**config.mk**
```make
export PLATFORM = sky130hd
export DESIGN_NAME = led_pattern_sequencer
export DESIGN_NICKNAME = d
export VERILOG_FILES = /design/src/rtl/led_pattern_sequencer.sv
export SDC_FILE = /design/constraint.sdc
export NUM_CORES = 1
export LEC_CHECK = 0
export CAP_MARGIN = 20
export CORE_ASPECT_RATIO = 2
export CORE_MARGIN = 2
export CORE_UTILIZATION = 54
export DETAILED_ROUTE_END_ITERATION = 6
export GPL_ROUTABILITY_DRIVEN = 0
export PLACE_DENSITY = 0.76
export SLEW_MARGIN = 20
export SYNTH_ARGS = -nofsm -noshare
export SYNTH_HDL_FRONTEND = slang
export SYNTH_SLANG_ARGS = --single-unit
```
**constraint.sdc**
```tcl
create_clock -name iSysClk -period 2.9 [get_ports iSysClk]
set_clock_uncertainty 0.2 [all_clocks]
set_input_delay 0.725 -clock iSysClk [delete_from_list [all_inputs] [get_ports iSysClk]]
set_output_delay 0.725 -clock iSysClk [all_outputs]
set_load 0.01 [all_outputs]
```
**src/rtl/led_pattern_sequencer.sv**
```systemverilog
// LED pattern sequencer: steps an 8-bit LED pattern chosen by the DIP
// switches. The push keys control run/pause, single-step and speed. The
// LED output can be inverted or blanked without disturbing the sequence.
module led_pattern_sequencer #(
    parameter int TICK_DIV = 25000000,
    parameter int CNT_W    = $clog2(TICK_DIV)
) (
    input  logic       iSysClk,
    input  logic       iSysRst,
    input  logic [3:0] iUserDipSw,
    input  logic [3:0] iUserPushSw,
    output logic [7:0] oUserLed,
    output logic       oStepPulse,
    output logic       oRunning
);

    typedef enum logic [1:0] {
        LOAD  = 2'd0,
        RUN   = 2'd1,
        PAUSE = 2'd2
    } state_t;

    // One extra bit so that a power-of-two TICK_DIV fits as a period value.
    localparam logic [CNT_W:0] TICK_FULL = (CNT_W + 1)'(TICK_DIV);
    localparam logic [CNT_W:0] ONE       = {{CNT_W{1'b0}}, 1'b1};

    state_t           state;
    state_t           state_next;
    logic             resume_run;   // state LOAD returns to: 1=RUN, 0=PAUSE
    logic [1:0]       pat_sel;
    logic [7:0]       pattern;
    logic             dir_right;
    logic [1:0]       speed;
    logic [CNT_W-1:0] count;
    logic [3:0]       push_prev;

    logic [3:0]       press;
    logic             pat_change;
    logic             speed_up;
    logic             speed_down;
    logic             speed_change;
    logic [CNT_W:0]   period;
    logic [CNT_W:0]   last;
    logic             terminal;
    logic             do_load;
    logic             do_advance;
    logic [8:0]       adv_next;

    // Starting value of each pattern.
    function automatic logic [7:0] seed_of(input logic [1:0] sel);
        logic [7:0] s;
        case (sel)
            2'd0:    s = 8'h00;
            2'd1:    s = 8'h01;
            2'd2:    s = 8'h01;
            default: s = 8'h55;
        endcase
        return s;
    endfunction

    // Next pattern value; bit 8 of the result is the new ping-pong direction.
    function automatic logic [8:0] advance_of(input logic [1:0] sel,
                                              input logic [7:0] pat,
                                              input logic       dir_r);
        logic [7:0] nxt;
        logic       nd;
        nxt = pat;
        nd  = dir_r;
        case (sel)
            2'd0: nxt = pat + 8'd1;
            2'd1: nxt = {pat[6:0], pat[7]};
            2'd2: begin
                if (!dir_r) begin
                    if (pat == 8'h80) begin
                        nxt = 8'h40;
                        nd  = 1'b1;
                    end else begin
                        nxt = pat << 1;
                    end
                end else begin
                    if (pat == 8'h01) begin
                        nxt = 8'h02;
                        nd  = 1'b0;
                    end else begin
                        nxt = pat >> 1;
                    end
                end
            end
            default: nxt = ~pat;
        endcase
        return {nd, nxt};
    endfunction

    // Key edges, speed decode, prescaler terminal count and next state.
    always_comb begin
        press        = iUserPushSw & ~push_prev;
        pat_change   = (iUserDipSw[1:0] != pat_sel);
        speed_up     = press[2] & ~press[3] & (speed != 2'd3);
        speed_down   = press[3] & ~press[2] & (speed != 2'd0);
        speed_change = speed_up | speed_down;
        period       = TICK_FULL >> {speed, 1'b0};
        if (period == '0) begin
            period = ONE;
        end
        last         = period - ONE;
        terminal     = ({1'b0, count} == last);
        adv_next     = advance_of(pat_sel, pattern, dir_right);
        state_next   = state;
        do_load      = 1'b0;
        do_advance   = 1'b0;
        if (pat_change) begin
            state_next = LOAD;
        end else begin
            case (state)
                LOAD: begin
                    do_load    = 1'b1;
                    state_next = resume_run ? RUN : PAUSE;
                end
                RUN: begin
                    if (press[0]) begin
                        state_next = PAUSE;
                    end else if (terminal && !speed_change) begin
                        do_advance = 1'b1;
                    end
                end
                PAUSE: begin
                    if (press[0]) begin
                        state_next = RUN;
                    end else if (press[1]) begin
                        do_advance = 1'b1;
                    end
                end
                default: state_next = LOAD;
            endcase
        end
    end

    // State register; remember where LOAD should return to.
    always_ff @(posedge iSysClk or posedge iSysRst) begin
        if (iSysRst) begin
            state      <= LOAD;
            resume_run <= 1'b1;
        end else begin
            state <= state_next;
            if (pat_change && state != LOAD) begin
                resume_run <= (state == RUN);
            end
        end
    end

    // Key history, pattern select, speed level and prescaler.
    always_ff @(posedge iSysClk or posedge iSysRst) begin
        if (iSysRst) begin
            push_prev <= 4'hF;
            pat_sel   <= 2'd0;
            speed     <= 2'd0;
            count     <= '0;
        end else begin
            push_prev <= iUserPushSw;
            if (pat_change) begin
                pat_sel <= iUserDipSw[1:0];
            end
            if (speed_up) begin
                speed <= speed + 2'd1;
            end else if (speed_down) begin
                speed <= speed - 2'd1;
            end
            // Counter only runs while staying in RUN at an unchanged speed.
            if (state == RUN && state_next == RUN && !speed_change) begin
                count <= terminal ? '0 : count + 1'b1;
            end else begin
                count <= '0;
            end
        end
    end

    // Pattern register: seeded on LOAD, stepped on advance.
    always_ff @(posedge iSysClk or posedge iSysRst) begin
        if (iSysRst) begin
            pattern   <= 8'h00;
            dir_right <= 1'b0;
        end else if (do_load) begin
            pattern   <= seed_of(pat_sel);
            dir_right <= 1'b0;
        end else if (do_advance) begin
            pattern   <= adv_next[7:0];
            dir_right <= adv_next[8];
        end
    end

    // Registered outputs: LED drive with modifiers, step pulse, run flag.
    always_ff @(posedge iSysClk or posedge iSysRst) begin
        if (iSysRst) begin
            oUserLed   <= 8'h00;
            oStepPulse <= 1'b0;
            oRunning   <= 1'b0;
        end else begin
            oUserLed   <= iUserDipSw[3] ? 8'h00 : (pattern ^ {8{iUserDipSw[2]}});
            oStepPulse <= do_advance;
            oRunning   <= (state_next == RUN);
        end
    end

endmodule

```
==> flow_summary_export.csv, run 1 <==
group,metric,value,unit
outcome,status,"finished clean",
global_routing,antenna_found_initial,0,
global_routing,grt_pass1_wl,13.9,mm
floorplan,die-area,0.00708,mm²
logic_synthesis,ys_types,60,
drt,vias_per_cell,5.90,
logic_synthesis,syn_area,0.00345,mm²
power,power,0.00220,W
sta,setup-violations-final,0,
drt,drcViolationCount,0,
cts,cts-htree-levels,2,
cts,cts_tree,"yes",
sta,hold_viol_final,0,
critical_path,rrSetupSlack,160,ps
sta,tightest_slew,697,ps
floorplan,die_w,60.5,µm
worst_hold_path,min_to,"speed[1]",
floorplan,io_pins,20,
global_routing,gr-usage-all-layers,26.1,%
critical_path,cp-end-kind,"register",
sta,finalCritPeriodShare,96.6,%
sta,slew_violations,0,
logic_synthesis,synth_nets,408,
logic_synthesis,ys_seq_area_share,40.1,%
critical_path,cp.arrival,2810,ps
cts,clkSlewWorstSetupHoldPaths,70,ps
critical_path,path_delay_family,"simple AND/OR/NAND/NOR gates",
floorplan,die_h,117,µm
cts,post_cts_buffers,0,
power,p_per_area,542,mW/mm²
critical_path,critPathMaxFanout,6,
drt,first_iter_violations,191,
final_layout,final_common_cell,"nor2_1",
final_layout,fin_nets,442,
final_layout,fill_cells,543,
critical_path,path_buf_inv,1,
place,postPlaceCellArea,0.00389,mm²
critical_path,path_cells,"clkdlybuf4s50_1, nor2b_1, nor3_1, or4_4, or3_4, a21oi_2, mux2i_1",
cts,postCtsHoldBufs,0,
place,io_buffer_count,19,
logic_synthesis,yosys_warnings,0,
critical_path,cp_slowest_cell,"or4_4",
drt,routedWlPerCell,16.7,µm
logic_synthesis,synth-main-ff-cell,"dfrtp_1",
floorplan,rows,41,
global_routing,grt_pass1_vias,2966,
critical_path,start_kind,"primary input",
critical_path,crit_type,"primary input to register",
logic_synthesis,synth_seq_cells,55,
logic_synthesis,avgSynthCellArea,9.03,µm²
flow_run,cap_violations,0,
final_layout,design_area,0.00406,mm²
cts,clock-root-buffer,"clkbuf_16",
drt,final_antenna_net_count,0,
drt,num_vias,2970,
place,hpwlAfterDp,6.49,mm
drt,wl,8.40,mm
worst_hold_path,hp-start,"speed[1]",
sta,rsz0062_at_grt,"no",
logic_synthesis,syn_inst,382,
critical_path,worstPathRequired,2910,ps
global_routing,grt_max_degree,26,
floorplan,coreArea,0.00626,mm²
final_layout,most-common-layout-cells,"nor2_1, dfrtp_1, xnor2_1, buf_4, nand2_1",
sta,worst_slew_margin_rel,53.1,%
cts,clockBufferDepth,2,
final_layout,drive_above_1_share,13.4,%
critical_path,r2r-start,"speed[0]",
worst_hold_path,whs_path_depth,1,
logic_synthesis,synth_edf_count,0,
cts,clock_latency,300,ps
final_layout,area_delta_synth_final,17.6,%
logic_synthesis,synth-async-reset-ratio,100,%
worst_hold_path,hp-class,"register to register",
sta,fmax,0.357,GHz
critical_path,r2r_cells,11,
floorplan,start_util,55.1,%
cts,cts_made_buffers,5,
power,p_leak,1.63,nW
final_layout,diodes,0,
global_routing,grt_overflow,0,
cts,cts_sinks,55,
power,max-vdd-ir-drop,0.363,mV
drt,first_pass_iters,5,
critical_path,r2r-end,"pattern[5]",
critical_path,cpPeakStageDelay,530,ps
sta,period_minus_slack,2800,ps
-- per-stage QoR --
step	hold slack (ps)	utilization [%]	instances	setup slack, ps	setup TNS (ps)
floorplan	289	-	382	51.5	0
global route	371	64.8	503	16.5	0
detailed placement	340	62.1	495	-524	-4400
finish	337	64.8	503	99.4	0
CTS	350	64.7	503	96.9	0
global placement	336	62.1	495	-462	-3960
-- where the power goes --
part	total, W	internal (W)	switching [W]
clock network	0.000621	0.000328	0.000293
registers	0.000902	0.000824	0.0000780
logic	0.000676	0.000330	0.000346
-- worst max-delay path by stage --
stage / depth (start not counted) / slack (ps) / end / startpoint
finish: 7 / 100 / dir_right / iUserPushSw[3]
global placement: 7 / -460 / pattern[6] / iUserDipSw[0]
global route: 11 / 20 / pattern[7] / speed[1]
CTS: 10 / 100 / count[3] / speed[1]
detailed placement: 7 / -520 / dir_right / iUserDipSw[0]
floorplan: 7 / 50 / pattern[1] / iUserDipSw[0]
-- repair_timing --
action	CTS	global route
pin swaps	4	0
setup endpoints to repair	10	29
endpoints found under the hold margin	0	0
gates resized for setup	5	3
-- area by class of cell --
type                            count  area, µm²  area share, %
Clock buffer                        5        125           3.08
Clock inverter                      3       26.3          0.648
Inverter                           22       82.6           2.04
Multi-Input combinational cell    284       1910           47.1
Sequential cell                    55       1380           34.1
Tap cell                           86        108           2.65
Timing Repair Buffer               48        422           10.4
-- registers in the layout, summed over array words and instances (netlist names) --
signal / count
pattern: 8
pat_sel: 2
state: 2
oUserLed: 8
speed: 2
push_prev: 4
count: 25
oStepPulse: 1
dir_right: 1
resume_run: 1
oRunning: 1
-- cells by family after synthesis --
group | after synthesis | share of synthesized area (%)
AOI/OAI and AO/OA | 58 | 11.5
DFF | 55 | 40.1
buffers and inverters | 43 | 4.97
and+or+nand+nor | 157 | 23.5
adders and majority gates | 16 | 5.80
xor gates and xnor gates | 44 | 11.4
muxes | 9 | 2.72
-- synth_stat cells (3+ instances only) --
cell / n / share of area, %
inv_1: 21 / 2.3
mux2_2: 3 / 0.98
nand4b_1: 5 / 1.3
dfrtp_1: 50 / 36
nand3_1: 15 / 2.2
o21ai_0: 7 / 1.0
nand2_1: 22 / 2.4
nor3_1: 13 / 1.9
ha_1: 16 / 5.8
a21oi_1: 15 / 2.2
a211oi_1: 5 / 1.1
nor2b_1: 3 / 0.54
nand4_1: 7 / 1.3
a31oi_1: 3 / 0.54
mux2i_1: 6 / 1.7
o211ai_1: 6 / 1.3
and4_1: 4 / 1.0
xor2_1: 12 / 3.0
clkbuf_1: 17 / 1.8
xnor2_1: 31 / 7.9
dfstp_2: 5 / 3.8
nor2_1: 58 / 6.3
nor4_1: 4 / 0.73
or3_1: 7 / 1.3
-- layer usage --
metal  track usage [%]  wire length, µm  up-vias  share of wire (%)
li1                  -                -     1400                  -
met1              26.2             2960     1442                 35
met2              49.0             4750       91                 57
met3              3.41              259       37                3.1
met4              14.9              424        0                5.0
met5                 0                0        -                  0
-- worst reg2reg max path: stages (launching register included) --
cell      delay (ps)
dfrtp_1          420
ha_1             240
inv_1             60
ha_1             300
xnor2_1          150
nor4b_1          260
o211ai_1         190
buf_4            180
nor3_4           210
nor2_2            80
buf_4            160
a211oi_1         230
Power figures use the tool's default switching activity.
==> run 2: changes to the inputs <==
Settings changed: PLACE_DENSITY 0.76 to not set, PLACE_DENSITY_LB_ADDON set to 0.1.
==> flow_summary_export.csv, run 2 (synthesis gave the netlist of run 1 again) <==
group,metric,value,unit
worst_hold_path,hp-class,"register to register",
floorplan,start_util,55.1,%
critical_path,critPathMaxFanout,6,
final_layout,diodes,0,
final_layout,drive_above_1_share,11.6,%
cts,clock_latency,290,ps
cts,postCtsHoldBufs,0,
sta,whs,330,ps
global_routing,grt_overflow,0,
global_routing,antenna_found_initial,0,
floorplan,die_w,60.5,µm
cts,cts_tree,"yes",
drt,routed-wl-met2,4.63,mm
place,dp_cells,491,
drt,num_vias,2903,
outcome,status,"finished clean",
critical_path,rrSetupSlack,140,ps
worst_hold_path,whs_path_depth,1,
drt,wl,8.07,mm
floorplan,io_pins,20,
drt,drcViolationCount,0,
critical_path,r2r-start,"speed[1]",
sta,period_minus_slack,2810,ps
cts,cts_sinks,55,
cts,clkSlewWorstSetupHoldPaths,70,ps
cts,cts-htree-levels,2,
sta,rsz0062_at_grt,"no",
global_routing,grt_pass1_vias,2833,
sta,fin_tns_setup,0,ps
sta,worst_slew_margin_rel,64.2,%
cts,clock-root-buffer,"clkbuf_16",
final_layout,final_common_cell,"nor2_1",
floorplan,rows,41,
power,intPower,0.00148,W
final_layout,most-common-layout-cells,"nor2_1, dfrtp_1, xnor2_1, buf_4, nand2_1",
critical_path,endpoint,"dir_right",
place,hpwlAfterDp,6.11,mm
critical_path,r2r-end,"pattern[7]",
global_routing,gr-usage-all-layers,25.0,%
place,pre_cts_ws,-520,ps
power,net-switching-power,0.000684,W
final_layout,reg_top3,"count (25), oUserLed (8), pattern (8)",
sta,slew_violations,0,
drt,wl_met1,2.95,mm
power,comb_power_share,30.9,%
sta,finalCritPeriodShare,96.9,%
worst_hold_path,hp-start,"count[0]",
drt,wl_met3,226,µm
power,clkPwrFrac,26.9,%
power,p_seq_share,42.2,%
cts,clockBufferDepth,2,
power,switching_share,31.6,%
power,p_per_area,540,mW/mm²
final_layout,largest_reg_flops,25,
critical_path,r2r_cells,9,
critical_path,critPathLaunch,"iUserDipSw[0]",
sta,fmax,0.356,GHz
floorplan,coreArea,0.00626,mm²
critical_path,cp.arrival,2830,ps
drt,top_layer,"met4",
sta,setup-violations-final,0,
critical_path,start_kind,"primary input",
drt,first_iter_violations,134,
critical_path,crit_type,"primary input to register",
critical_path,cp-end-kind,"register",
final_layout,final_cells,499,
final_layout,fin_nets,438,
drt,routedWlPerCell,16.2,µm
cts,cts_made_buffers,5,
drt,first_pass_iters,6,
global_routing,grt_pass1_wl,13.3,mm
sta,fin_ws,89.7,ps
sta,tightest_slew,532,ps
floorplan,die-area,0.00708,mm²
cts,post_cts_buffers,0,
drt,final_antenna_net_count,0,
global_routing,grt_max_degree,56,
floorplan,die_h,117,µm
final_layout,regMostFlops,"count",
sta,hold_viol_final,0,
critical_path,worstPathRequired,2920,ps
power,p_leak,1.58,nW
place,io_buffer_count,19,
flow_run,cap_violations,0,
final_layout,area_delta_synth_final,16.1,%
drt,vias_per_cell,5.82,
power,max-vdd-ir-drop,0.330,mV
-- run 2: power groups by stage --
stage          clock (W)  sequential (W)  combinational [W]
6_report        0.000582        0.000915           0.000669
5_1_grt         0.000628        0.000922           0.000742
3_3_place_gp           0        0.000922           0.000651
3_5_place_dp           0        0.000926           0.000664
4_1_cts         0.000598        0.000911           0.000668
2_1_floorplan          0        0.000889           0.000466
-- run 2: per-stage QoR --
stage                     total power, W  area [µm²]  utilization, %
after global placement           0.00157        3860            61.7
after CTS                        0.00218        4010            64.0
after global routing             0.00229        4010            64.0
after detailed placement         0.00159        3860            61.7
after floorplan                  0.00135        3450               -
final                            0.00216        4010            64.0
-- run 2: layout make-up --
class                           count  area, µm²
Sequential cell                    55       1380
Tap cell                           86        108
Multi-Input combinational cell    284       1910
Clock buffer                        8        136
Inverter                           22       82.6
Fill cell                         558       2250
Timing Repair Buffer               44        388
-- run 2: worst min-delay path by stage --
stage	endpoint	slack, ps
floorplan	count[0]	290
global placement	count[0]	310
detailed placement	count[0]	320
CTS	count[0]	330
global route	count[0]	350
finish	count[0]	330
-- run 2: repair_timing --
item / CTS / global route
pin swaps: 5 / 4
endpoints found under the setup margin: 7 / 8
endpoints found under the hold margin: 0 / 0
resized for setup: 4 / 1
-- run 2: worst max-delay path, stage by stage --
cell and delay, ps:
dlygate4sd2_1 260, xor2_2 180, or3b_4 400, or4_4 440
or3_4 460, a21oi_2 170, mux2i_1 180
-- run 2: routing by layer --
metal / vias up / global-route usage, %
met5: - / 0
met4: 0 / 12.3
met3: 22 / 3.52
met2: 76 / 46.2
met1: 1414 / 26.5
li1: 1391 / -
